**src/rtl/axi_lite_arbiter_if.sv**
```systemverilog
// AXI4-Lite bus bundle between the arbiter (master) and a downstream slave.
// Ports (per modport):
//   master : drives aw*/w*/ar* payload + valids, bready, rready;
//            samples awready, wready, bvalid/bresp, arready, rvalid/rdata/rresp.
//   slave  : the mirror image of master.
interface axi_lite_arbiter_if #(
    parameter int DWIDTH = 32
) ();
    logic                  awvalid;
    logic                  awready;
    logic [DWIDTH-1:0]     awaddr;
    logic [2:0]            awprot;
    logic                  wvalid;
    logic                  wready;
    logic [DWIDTH-1:0]     wdata;
    logic [DWIDTH/8-1:0]   wstrb;
    logic                  bvalid;
    logic                  bready;
    logic [1:0]            bresp;
    logic                  arvalid;
    logic                  arready;
    logic [DWIDTH-1:0]     araddr;
    logic [2:0]            arprot;
    logic                  rvalid;
    logic                  rready;
    logic [DWIDTH-1:0]     rdata;
    logic [1:0]            rresp;

    modport master (
        output awvalid, awaddr, awprot, wvalid, wdata, wstrb, bready,
               arvalid, araddr, arprot, rready,
        input  awready, wready, bvalid, bresp, arready, rvalid, rdata, rresp
    );

    modport slave (
        input  awvalid, awaddr, awprot, wvalid, wdata, wstrb, bready,
               arvalid, araddr, arprot, rready,
        output awready, wready, bvalid, bresp, arready, rvalid, rdata, rresp
    );
endinterface

```
**src/rtl/axi_lite_arbiter.sv**
```systemverilog
// Two-requester round-robin arbiter in front of one AXI4-Lite master port.
// One transaction is in flight at a time; all AXI outputs come from registers.
// Ports:
//   clk, xrst                 clock, synchronous active-high reset
//   cmd_valid/ready/write/addr/wdata{0,1}  per-requester single-beat command
//   rsp_valid{0,1}            one-cycle completion pulse to the owner
//   rsp_rdata, rsp_resp       shared completion payload, qualified by rsp_validN
//   busy                      high whenever the arbiter is not idle
//   probe                     current FSM state, zero-extended
//   axi                       AXI4-Lite master port (interface)
module axi_lite_arbiter #(
    parameter int DWIDTH = 32
) (
    input  logic              clk,
    input  logic              xrst,
    input  logic              cmd_valid0,
    output logic              cmd_ready0,
    input  logic              cmd_write0,
    input  logic [DWIDTH-1:0] cmd_addr0,
    input  logic [DWIDTH-1:0] cmd_wdata0,
    input  logic              cmd_valid1,
    output logic              cmd_ready1,
    input  logic              cmd_write1,
    input  logic [DWIDTH-1:0] cmd_addr1,
    input  logic [DWIDTH-1:0] cmd_wdata1,
    output logic              rsp_valid0,
    output logic              rsp_valid1,
    output logic [DWIDTH-1:0] rsp_rdata,
    output logic [1:0]        rsp_resp,
    output logic              busy,
    output logic [DWIDTH-1:0] probe,
    axi_lite_arbiter_if.master axi
);

    typedef enum logic [2:0] {
        S_IDLE  = 3'd0,
        S_WRITE = 3'd1,
        S_BRESP = 3'd2,
        S_READ  = 3'd3,
        S_RRESP = 3'd4,
        S_DONE  = 3'd5
    } state_t;

    state_t            state_r, state_s;
    logic              last_gnt_r, last_gnt_s;
    logic              owner_r, owner_s;
    logic [DWIDTH-1:0] addr_r, addr_s;
    logic [DWIDTH-1:0] wdata_r, wdata_s;
    logic              awvalid_r, awvalid_s;
    logic              wvalid_r, wvalid_s;
    logic              bready_r, bready_s;
    logic              arvalid_r, arvalid_s;
    logic              rready_r, rready_s;
    logic              aw_done_r, aw_done_s;
    logic              w_done_r, w_done_s;
    logic              rsp_valid0_r, rsp_valid0_s;
    logic              rsp_valid1_r, rsp_valid1_s;
    logic [DWIDTH-1:0] rsp_rdata_r, rsp_rdata_s;
    logic [1:0]        rsp_resp_r, rsp_resp_s;
    logic              gnt0_s, gnt1_s;
    logic              aw_hs_s, w_hs_s;
    logic              sel_write_s;

    // Next-state, grant and next-register computation.
    always_comb begin
        state_s      = state_r;
        last_gnt_s   = last_gnt_r;
        owner_s      = owner_r;
        addr_s       = addr_r;
        wdata_s      = wdata_r;
        awvalid_s    = awvalid_r;
        wvalid_s     = wvalid_r;
        bready_s     = bready_r;
        arvalid_s    = arvalid_r;
        rready_s     = rready_r;
        aw_done_s    = aw_done_r;
        w_done_s     = w_done_r;
        rsp_valid0_s = 1'b0;
        rsp_valid1_s = 1'b0;
        rsp_rdata_s  = rsp_rdata_r;
        rsp_resp_s   = rsp_resp_r;

        // On a tie the requester that did not win last time gets the bus.
        gnt0_s      = cmd_valid0 && (!cmd_valid1 || last_gnt_r);
        gnt1_s      = cmd_valid1 && (!cmd_valid0 || !last_gnt_r);
        sel_write_s = gnt1_s ? cmd_write1 : cmd_write0;
        aw_hs_s     = awvalid_r && axi.awready;
        w_hs_s      = wvalid_r && axi.wready;
        cmd_ready0  = (state_r == S_IDLE) && gnt0_s;
        cmd_ready1  = (state_r == S_IDLE) && gnt1_s;

        case (state_r)
            S_IDLE: begin
                if (gnt0_s || gnt1_s) begin
                    owner_s = gnt1_s;
                    addr_s  = gnt1_s ? cmd_addr1 : cmd_addr0;
                    wdata_s = gnt1_s ? cmd_wdata1 : cmd_wdata0;
                    if (sel_write_s) begin
                        state_s   = S_WRITE;
                        awvalid_s = 1'b1;
                        wvalid_s  = 1'b1;
                        aw_done_s = 1'b0;
                        w_done_s  = 1'b0;
                    end else begin
                        state_s   = S_READ;
                        arvalid_s = 1'b1;
                    end
                end else begin
                    state_s = S_IDLE;
                end
            end
            S_WRITE: begin
                // Address and data channels retire independently.
                if (aw_hs_s) begin
                    awvalid_s = 1'b0;
                    aw_done_s = 1'b1;
                end else begin
                    awvalid_s = awvalid_r;
                end
                if (w_hs_s) begin
                    wvalid_s = 1'b0;
                    w_done_s = 1'b1;
                end else begin
                    wvalid_s = wvalid_r;
                end
                if ((aw_done_r || aw_hs_s) && (w_done_r || w_hs_s)) begin
                    state_s   = S_BRESP;
                    bready_s  = 1'b1;
                    aw_done_s = 1'b0;
                    w_done_s  = 1'b0;
                end else begin
                    state_s = S_WRITE;
                end
            end
            S_BRESP: begin
                if (axi.bvalid && bready_r) begin
                    bready_s     = 1'b0;
                    rsp_resp_s   = axi.bresp;
                    rsp_rdata_s  = {DWIDTH{1'b0}};
                    rsp_valid0_s = !owner_r;
                    rsp_valid1_s = owner_r;
                    state_s      = S_DONE;
                end else begin
                    state_s = S_BRESP;
                end
            end
            S_READ: begin
                if (arvalid_r && axi.arready) begin
                    arvalid_s = 1'b0;
                    rready_s  = 1'b1;
                    state_s   = S_RRESP;
                end else begin
                    state_s = S_READ;
                end
            end
            S_RRESP: begin
                if (axi.rvalid && rready_r) begin
                    rready_s     = 1'b0;
                    rsp_resp_s   = axi.rresp;
                    rsp_rdata_s  = axi.rdata;
                    rsp_valid0_s = !owner_r;
                    rsp_valid1_s = owner_r;
                    state_s      = S_DONE;
                end else begin
                    state_s = S_RRESP;
                end
            end
            S_DONE: begin
                // No acceptance here: cmd_ready is only high in S_IDLE.
                last_gnt_s = owner_r;
                state_s    = S_IDLE;
            end
            default: begin
                state_s = S_IDLE;
            end
        endcase
    end

    // State and datapath registers with synchronous reset.
    always_ff @(posedge clk) begin
        if (xrst) begin
            state_r      <= S_IDLE;
            last_gnt_r   <= 1'b1;
            owner_r      <= 1'b0;
            addr_r       <= {DWIDTH{1'b0}};
            wdata_r      <= {DWIDTH{1'b0}};
            awvalid_r    <= 1'b0;
            wvalid_r     <= 1'b0;
            bready_r     <= 1'b0;
            arvalid_r    <= 1'b0;
            rready_r     <= 1'b0;
            aw_done_r    <= 1'b0;
            w_done_r     <= 1'b0;
            rsp_valid0_r <= 1'b0;
            rsp_valid1_r <= 1'b0;
            rsp_rdata_r  <= {DWIDTH{1'b0}};
            rsp_resp_r   <= 2'b00;
        end else begin
            state_r      <= state_s;
            last_gnt_r   <= last_gnt_s;
            owner_r      <= owner_s;
            addr_r       <= addr_s;
            wdata_r      <= wdata_s;
            awvalid_r    <= awvalid_s;
            wvalid_r     <= wvalid_s;
            bready_r     <= bready_s;
            arvalid_r    <= arvalid_s;
            rready_r     <= rready_s;
            aw_done_r    <= aw_done_s;
            w_done_r     <= w_done_s;
            rsp_valid0_r <= rsp_valid0_s;
            rsp_valid1_r <= rsp_valid1_s;
            rsp_rdata_r  <= rsp_rdata_s;
            rsp_resp_r   <= rsp_resp_s;
        end
    end

    assign axi.awvalid = awvalid_r;
    assign axi.awaddr  = addr_r;
    assign axi.awprot  = 3'b000;
    assign axi.wvalid  = wvalid_r;
    assign axi.wdata   = wdata_r;
    assign axi.wstrb   = {(DWIDTH/8){1'b1}};
    assign axi.bready  = bready_r;
    assign axi.arvalid = arvalid_r;
    assign axi.araddr  = addr_r;
    assign axi.arprot  = 3'b000;
    assign axi.rready  = rready_r;

    assign rsp_valid0 = rsp_valid0_r;
    assign rsp_valid1 = rsp_valid1_r;
    assign rsp_rdata  = rsp_rdata_r;
    assign rsp_resp   = rsp_resp_r;
    assign busy       = (state_r != S_IDLE);
    assign probe      = {{(DWIDTH-3){1'b0}}, state_r};

endmodule

```
**src/flat_wrapper.sv**
```systemverilog
// flat-port wrapper written by rule: the top's interface ports become plain ports
module axi_lite_arbiter_flat 
#(
    parameter int DWIDTH = 32
)
  (clk, xrst, cmd_valid0, cmd_ready0, cmd_write0, cmd_addr0, cmd_wdata0, cmd_valid1, cmd_ready1, cmd_write1, cmd_addr1, cmd_wdata1, rsp_valid0, rsp_valid1, rsp_rdata, rsp_resp, busy, probe, axi_awvalid, axi_awaddr, axi_awprot, axi_wvalid, axi_wdata, axi_wstrb, axi_bready, axi_arvalid, axi_araddr, axi_arprot, axi_rready, axi_awready, axi_wready, axi_bvalid, axi_bresp, axi_arready, axi_rvalid, axi_rdata, axi_rresp);
  axi_lite_arbiter_if #(.DWIDTH(DWIDTH)) axi_i ();
  input  logic clk;
  input  logic xrst;
  input  logic cmd_valid0;
  output logic cmd_ready0;
  input  logic cmd_write0;
  input  logic [DWIDTH-1:0] cmd_addr0;
  input  logic [DWIDTH-1:0] cmd_wdata0;
  input  logic cmd_valid1;
  output logic cmd_ready1;
  input  logic cmd_write1;
  input  logic [DWIDTH-1:0] cmd_addr1;
  input  logic [DWIDTH-1:0] cmd_wdata1;
  output logic rsp_valid0;
  output logic rsp_valid1;
  output logic [DWIDTH-1:0] rsp_rdata;
  output logic [1:0] rsp_resp;
  output logic busy;
  output logic [DWIDTH-1:0] probe;
  output wire logic [$bits(axi_i.awvalid)-1:0] axi_awvalid;
  output wire logic [$bits(axi_i.awaddr)-1:0] axi_awaddr;
  output wire logic [$bits(axi_i.awprot)-1:0] axi_awprot;
  output wire logic [$bits(axi_i.wvalid)-1:0] axi_wvalid;
  output wire logic [$bits(axi_i.wdata)-1:0] axi_wdata;
  output wire logic [$bits(axi_i.wstrb)-1:0] axi_wstrb;
  output wire logic [$bits(axi_i.bready)-1:0] axi_bready;
  output wire logic [$bits(axi_i.arvalid)-1:0] axi_arvalid;
  output wire logic [$bits(axi_i.araddr)-1:0] axi_araddr;
  output wire logic [$bits(axi_i.arprot)-1:0] axi_arprot;
  output wire logic [$bits(axi_i.rready)-1:0] axi_rready;
  input wire logic [$bits(axi_i.awready)-1:0] axi_awready;
  input wire logic [$bits(axi_i.wready)-1:0] axi_wready;
  input wire logic [$bits(axi_i.bvalid)-1:0] axi_bvalid;
  input wire logic [$bits(axi_i.bresp)-1:0] axi_bresp;
  input wire logic [$bits(axi_i.arready)-1:0] axi_arready;
  input wire logic [$bits(axi_i.rvalid)-1:0] axi_rvalid;
  input wire logic [$bits(axi_i.rdata)-1:0] axi_rdata;
  input wire logic [$bits(axi_i.rresp)-1:0] axi_rresp;
  assign axi_awvalid = axi_i.awvalid;
  assign axi_awaddr = axi_i.awaddr;
  assign axi_awprot = axi_i.awprot;
  assign axi_wvalid = axi_i.wvalid;
  assign axi_wdata = axi_i.wdata;
  assign axi_wstrb = axi_i.wstrb;
  assign axi_bready = axi_i.bready;
  assign axi_arvalid = axi_i.arvalid;
  assign axi_araddr = axi_i.araddr;
  assign axi_arprot = axi_i.arprot;
  assign axi_rready = axi_i.rready;
  assign axi_i.awready = axi_awready;
  assign axi_i.wready = axi_wready;
  assign axi_i.bvalid = axi_bvalid;
  assign axi_i.bresp = axi_bresp;
  assign axi_i.arready = axi_arready;
  assign axi_i.rvalid = axi_rvalid;
  assign axi_i.rdata = axi_rdata;
  assign axi_i.rresp = axi_rresp;
  axi_lite_arbiter #(.DWIDTH(DWIDTH)) u_core (.clk(clk), .xrst(xrst), .cmd_valid0(cmd_valid0), .cmd_ready0(cmd_ready0), .cmd_write0(cmd_write0), .cmd_addr0(cmd_addr0), .cmd_wdata0(cmd_wdata0), .cmd_valid1(cmd_valid1), .cmd_ready1(cmd_ready1), .cmd_write1(cmd_write1), .cmd_addr1(cmd_addr1), .cmd_wdata1(cmd_wdata1), .rsp_valid0(rsp_valid0), .rsp_valid1(rsp_valid1), .rsp_rdata(rsp_rdata), .rsp_resp(rsp_resp), .busy(busy), .probe(probe), .axi(axi_i));
endmodule
```
**config.mk**
```make
export PLATFORM = sky130hd
export DESIGN_NAME = axi_lite_arbiter_flat
export DESIGN_NICKNAME = d
export VERILOG_FILES = /design/src/rtl/axi_lite_arbiter_if.sv /design/src/rtl/axi_lite_arbiter.sv /design/src/flat_wrapper.sv
export SDC_FILE = /design/constraint.sdc
export NUM_CORES = 1
export LEC_CHECK = 0
export CAP_MARGIN = 20
export CELL_PAD_IN_SITES_DETAIL_PLACEMENT = 1
export CELL_PAD_IN_SITES_GLOBAL_PLACEMENT = 1
export CORE_MARGIN = 4
export CORE_UTILIZATION = 27
export DETAILED_ROUTE_END_ITERATION = 8
export GPL_TIMING_DRIVEN = 0
export PLACE_DENSITY = 0.91
export SETUP_SLACK_MARGIN = 0.1
export SLEW_MARGIN = 10
export SYNTH_ARGS = -nofsm -noshare
export SYNTH_HDL_FRONTEND = slang
export SYNTH_SLANG_ARGS = --single-unit
```
**constraint.sdc**
```tcl
create_clock -name clk -period 4.25 [get_ports clk]
set_clock_uncertainty 0.1 [all_clocks]
set_input_delay 0.6375 -clock clk [delete_from_list [all_inputs] [get_ports clk]]
set_output_delay 0.6375 -clock clk [all_outputs]
set_load 0.02 [all_outputs]
```
Word level (Yosys, flattened, before mapping)

Index checks and enable logic that the tools add are counted.

Flip-flop bits (word level): 112
Bits of input ports: 175
Output and inout port bits: 182
Logic and storage cells: 113

Equal/unequal tests: 16
Multiplexer cells: 46
Reductions and logical operators: 35

Operators with widths:

| operator                                                                 | count |
|---|---|
| 32-bit two-way mux                                                       | 4 |
| 32-bit case mux with 2 select lines                                      | 1 |
| 1-bit two-way mux                                                        | 23 |
| 4-bit AND reduction                                                      | 5 |
| 1-bit case mux with 2 select lines                                       | 9 |
| 3-bit case mux with 5 select lines                                       | 1 |
| 2-bit by 1-bit inequality test with 1-bit output (second input constant) | 7 |
| 1-bit logical AND                                                        | 10 |
| 2-bit two-way mux                                                        | 5 |
| 2-bit nonzero test                                                       | 5 |
| 3-bit AND reduction                                                      | 3 |
| 3-bit by 2-bit == test with 1-bit output (second input constant)         | 2 |
| 3-bit == test (second input constant)                                    | 2 |
| 3-bit two-way mux                                                        | 2 |
| 3-bit by 1-bit inequality test with 1-bit output (second input constant) | 2 |
| 1-bit logical OR                                                         | 5 |
| 1-bit logical NOT                                                        | 4 |
| 2-bit inequality test (second input constant)                            | 2 |
| 2-bit case mux with 2 select lines                                       | 1 |
| 3-bit by 1-bit == test with 1-bit output (second input constant)         | 1 |
| 3-bit logical NOT                                                        | 1 |
| 3-bit nonzero test                                                       | 1 |
| 2-bit AND reduction                                                      | 1 |

Longest topological paths before layout

Gate-level depths: netlist of run 1.

Depth in word-level cells: 7
Gate-level depth with buffers: 7
Mapped depth without buffers: 5

Least setup slack after synthesis of run 1

No wires, ideal clock.

Kind: input to output
Start point: input cmd_valid1
End point: output cmd_ready1
Arrival: 1.525 ns
Required time: 3.513 ns
Slack: 1.988 ns
Cell stages on the path: 6
Path buffers: 3
Cell sequence: a21boi_0 > buf_2 > buf_4 > buf_4 > nand2_1 > inv_1

Cells in the longest elaborated chain, start to end: 2

RTL lines:

| element           | line                   | RTL |
|---|---|---|
| start, declared   | flat_wrapper.sv:15     | `input logic cmd_valid1;` |
| 1-bit logical AND | axi_lite_arbiter.sv:85 | `gnt1_s = cmd_valid1 && (!cmd_valid0 \|\| !last_gnt_r);` |
| 1-bit logical AND | axi_lite_arbiter.sv:90 | `cmd_ready1 = (state_r == S_IDLE) && gnt1_s;` |
| end, declared     | flat_wrapper.sv:16     | `output logic cmd_ready1;` |

Every way passes these cells.

Final worst setup path of run 1

Start point: input cmd_valid0
End point: output cmd_ready1

Cells in the longest elaborated chain, start to end: 4

RTL lines:

| element           | line                   | RTL |
|---|---|---|
| start, declared   | flat_wrapper.sv:10     | `input logic cmd_valid0;` |
| 1-bit logical NOT | axi_lite_arbiter.sv:85 |  |
| 1-bit logical OR  | axi_lite_arbiter.sv:85 |  |
| 1-bit logical AND | axi_lite_arbiter.sv:85 |  |
| 1-bit logical AND | axi_lite_arbiter.sv:90 |  |

Every way passes these cells.

==> flow_metrics.tcl, run 1 <==
set metrics [dict create \
    status "finished clean" \
    drc 0 \
    power.total_mw 3.36 \
    antenna_found_initial 0 \
    p_switching_mw 1.16 \
    num_io_pins 357 \
    antenna_cells 0 \
    insertion_delay_ns 0.35 \
    cts-resized-gates 0 \
    worst-path-buf-inv 6 \
    crit_type "input pin to output port" \
    vias_per_cell 4.58 \
    path_delay_family "buffers and inverters" \
    crit_fanout 10 \
    grt_max_degree 21 \
    multi_input_area_sq_um 2490 \
    worstMarginPinSlew_ns 0.707 \
    drt_iter0_markers 161 \
    relSlewSlack 0.529 \
    io_buffers 316 \
    ys_warn_count 0 \
    drive_above_1_share 0.163 \
    num_rows 51 \
    fmax_mhz 266 \
    pwr_density_cell_nw_per_um2 361 \
    cp-start-kind "input pin" \
    grt_pass1_wl_mm 33.3 \
    p_int_mw 2.21 \
    cts_buffer_depth 2 \
    fillCellCount 2228 \
    first_pass_iters 4 \
    chipWidth_microns 149 \
    cp.required_ns 3.51 \
    cts_root_buf "clkbuf_16" \
    drv_slew 0 \
    ys_seq_elements 112 \
    die_y_microns 149 \
    rsz0062_at_grt "no" \
    cts.htree.levels 3 \
    min_period_over_period 0.884 \
    grt_pass1_vias 6042 \
    worstPathArrival_ns 3.02 \
    slowest_delay_ns 0.66 \
    seq_area_sq_um 2240 \
    hold_viol_final 0 \
    leakage_nw 3.64 \
    layout_min_cycle_time_ns 3.76 \
    drt_wl_total_mm 22.1 \
    syn2layout_area_growth_pct 72.9 \
    synth_area_per_cell_sq_um 9.52 \
    antenna_left 0 \
    hold_buffers 0 \
    setup_viol 0 \
    core_sq_um 19500 \
    path_clk_slew_ns 0.08 \
    p_clk_frac 0.252 \
    synthDistinctLibCells 39 \
    track_usage 0.191 \
    gp_congestion 0.814 \
    netlist_area_sq_um 5390 \
    swShare 0.344 \
    wire_per_inst_microns 18.4 \
    slowest_stage "clkdlybuf4s50_1" \
    die_area_sq_um 22300 \
    cts_tree "built" \
    maxCapViolCount 0 \
    peakVddDrop_uv 184 \
    worst_setup_path_end_kind "output port" \
    comb_power_share 0.376 \
    vias 5498 \
    hp-class "flip-flop to flip-flop" \
    ys_seq_area_frac 0.416 \
    dp_hpwl_mm 18.2 \
    numClockSinks 112 \
    synth-async-reset-ratio 0 \
    initial_core_util 0.276 \
    setup_tns_ns 0 \
    cts_setup_buffers 0 \
    pwr-share-seq 0.372 \
    cts_buffers 9 \
    grt-ovfl-total 0 \
    crit_chain "clkdlybuf4s50_1, a21boi_0, buf_2, buf_4, buf_4, nand2_1, inv_1, clkdlybuf4s50_1" \
    syn_inst 566 \
    synth-main-ff-cell "dfxtp_1" \
    synth_edf_count 0 \
    final_nets 1105 \
]
-- kinds of logic (layout without fill, tap and decap cells) --
group           Yosys count  after routing  share of synthesized area
compound gates          126            126                      0.200
other cells               2             39                    0.00139
buf+inv                 121            453                      0.148
flops                   112            112                      0.416
simple gates            136            136                      0.106
mux                      69             69                      0.129
-- placed cells by master, fill, tap and decap left out, types with 3 or more instances in the layout --
master and n:
buf_2 18, a31oi_1 3, inv_1 7, o21ai_0 4, a21oi_1 10, mux2i_1 67, a211oi_2 28, buf_4 79
clkdlybuf4s50_1 316, clkbuf_16 9, a221oi_1 3, conb_1 39, buf_6 3, nand2_1 15, a22oi_1 32, nor2_1 106
clkbuf_1 13, a211oi_1 36, dfxtp_1 112
-- synthesized netlist by cell type, types with 2 or more instances --
cell       number  area (sq um)
a211oi_1       36           270
a211oi_2       28           350
a21boi_0        2          15.0
a21oi_1        10          50.1
a221oi_1        3          26.3
a22oi_1        32           240
a31oi_1         3          18.8
buf_2          18          90.1
buf_4          79           593
buf_6           3          33.8
clkbuf_1       13          48.8
conb_1          2          7.51
dfxtp_1       112          2240
inv_1           7          26.3
mux2_2          2          22.5
mux2i_1        67           671
nand2_1        15          56.3
nand2b_1        2          12.5
nand3_1         2          10.0
nor2_1        106           398
nor3_1          2          10.0
o2111ai_1       2          17.5
o21ai_0         4          20.0
-- power by group through the flow --
stage	registers, mW	logic, mW	clock network, mW
3_5_place_dp	1.28	1.27	0
2_1_floorplan	1.38	0.540	0
4_1_cts	1.25	1.28	0.873
3_3_place_gp	1.27	1.24	0
5_1_grt	1.27	1.35	0.913
6_report	1.25	1.26	0.847
-- worst min-delay path, stage by stage (launching register included) --
cell and delay (ns):
dfxtp_1 0.32, inv_1 0.05, a221oi_1 0.07
-- sequential cells by signal, summed over array words and instances, names as in the netlist, 2 cells and up --
name and flops:
u_core.rsp_rdata 32, u_core.axi.wdata 32, u_core.state_r 3, u_core.rsp_resp 2, u_core.axi.araddr 32
-- metrics by stage --
stage	instance area [sq um]	hold WS, ns	util	setup WS (ns)	instances
floorplan	5530	0.333	-	1.99	603
global placement	9020	0.358	0.462	0.494	1184
detailed placement	9020	0.383	0.462	0.454	1184
CTS	9310	0.393	0.477	0.445	1200
global route	9310	0.409	0.477	0.279	1200
finish	9310	0.386	0.477	0.492	1200
-- area by class of cell --
class                   instances  share of cell area
inverters                       8             0.00322
repair buffers                316               0.340
well taps                     265              0.0356
plain buffers                 113              0.0822
multi-input cells             370               0.267
flip-flops and latches        112               0.241
clock buffers                   9              0.0242
clock inverters                 7             0.00712
-- layer usage --
layer | share of wire | up-vias | GRT usage
li1 | - | 2616 | -
met1 | 0.38 | 2626 | 0.215
met2 | 0.53 | 231 | 0.365
met3 | 0.068 | 25 | 0.0371
met4 | 0.016 | 0 | 0.0531
met5 | 0 | - | 0
-- worst paths after layout --
check	from	to	slack, ns	cells past startpoint
setup / recovery	cmd_valid0	cmd_ready1	0.49	8
hold / removal	u_core.aw_done_r	u_core.aw_done_r	0.39	2
setup reg to reg	u_core.last_gnt_r	u_core.axi.araddr[12]	2.25	6
hold reg to reg	u_core.aw_done_r	u_core.aw_done_r	0.39	2
(Power assumes the default switching activity.)
==> run 2, diff against run 1 <==
- clock period: 4.25 -> 4.65 ns (I/O delays scaled with it)
==> results of run 2 <==
Same layout as run 1 (identical final DEF). Status: finished clean.
Main changes from that run: setup slack after placement 0.454 ns -> 0.734 ns; setup slack after layout 0.492 ns -> 0.772 ns; register-to-register setup slack 2.25 ns -> 2.65 ns; total power 3.36 mW -> 3.07 mW; worst IR drop on VDD 184 uV -> 168 uV
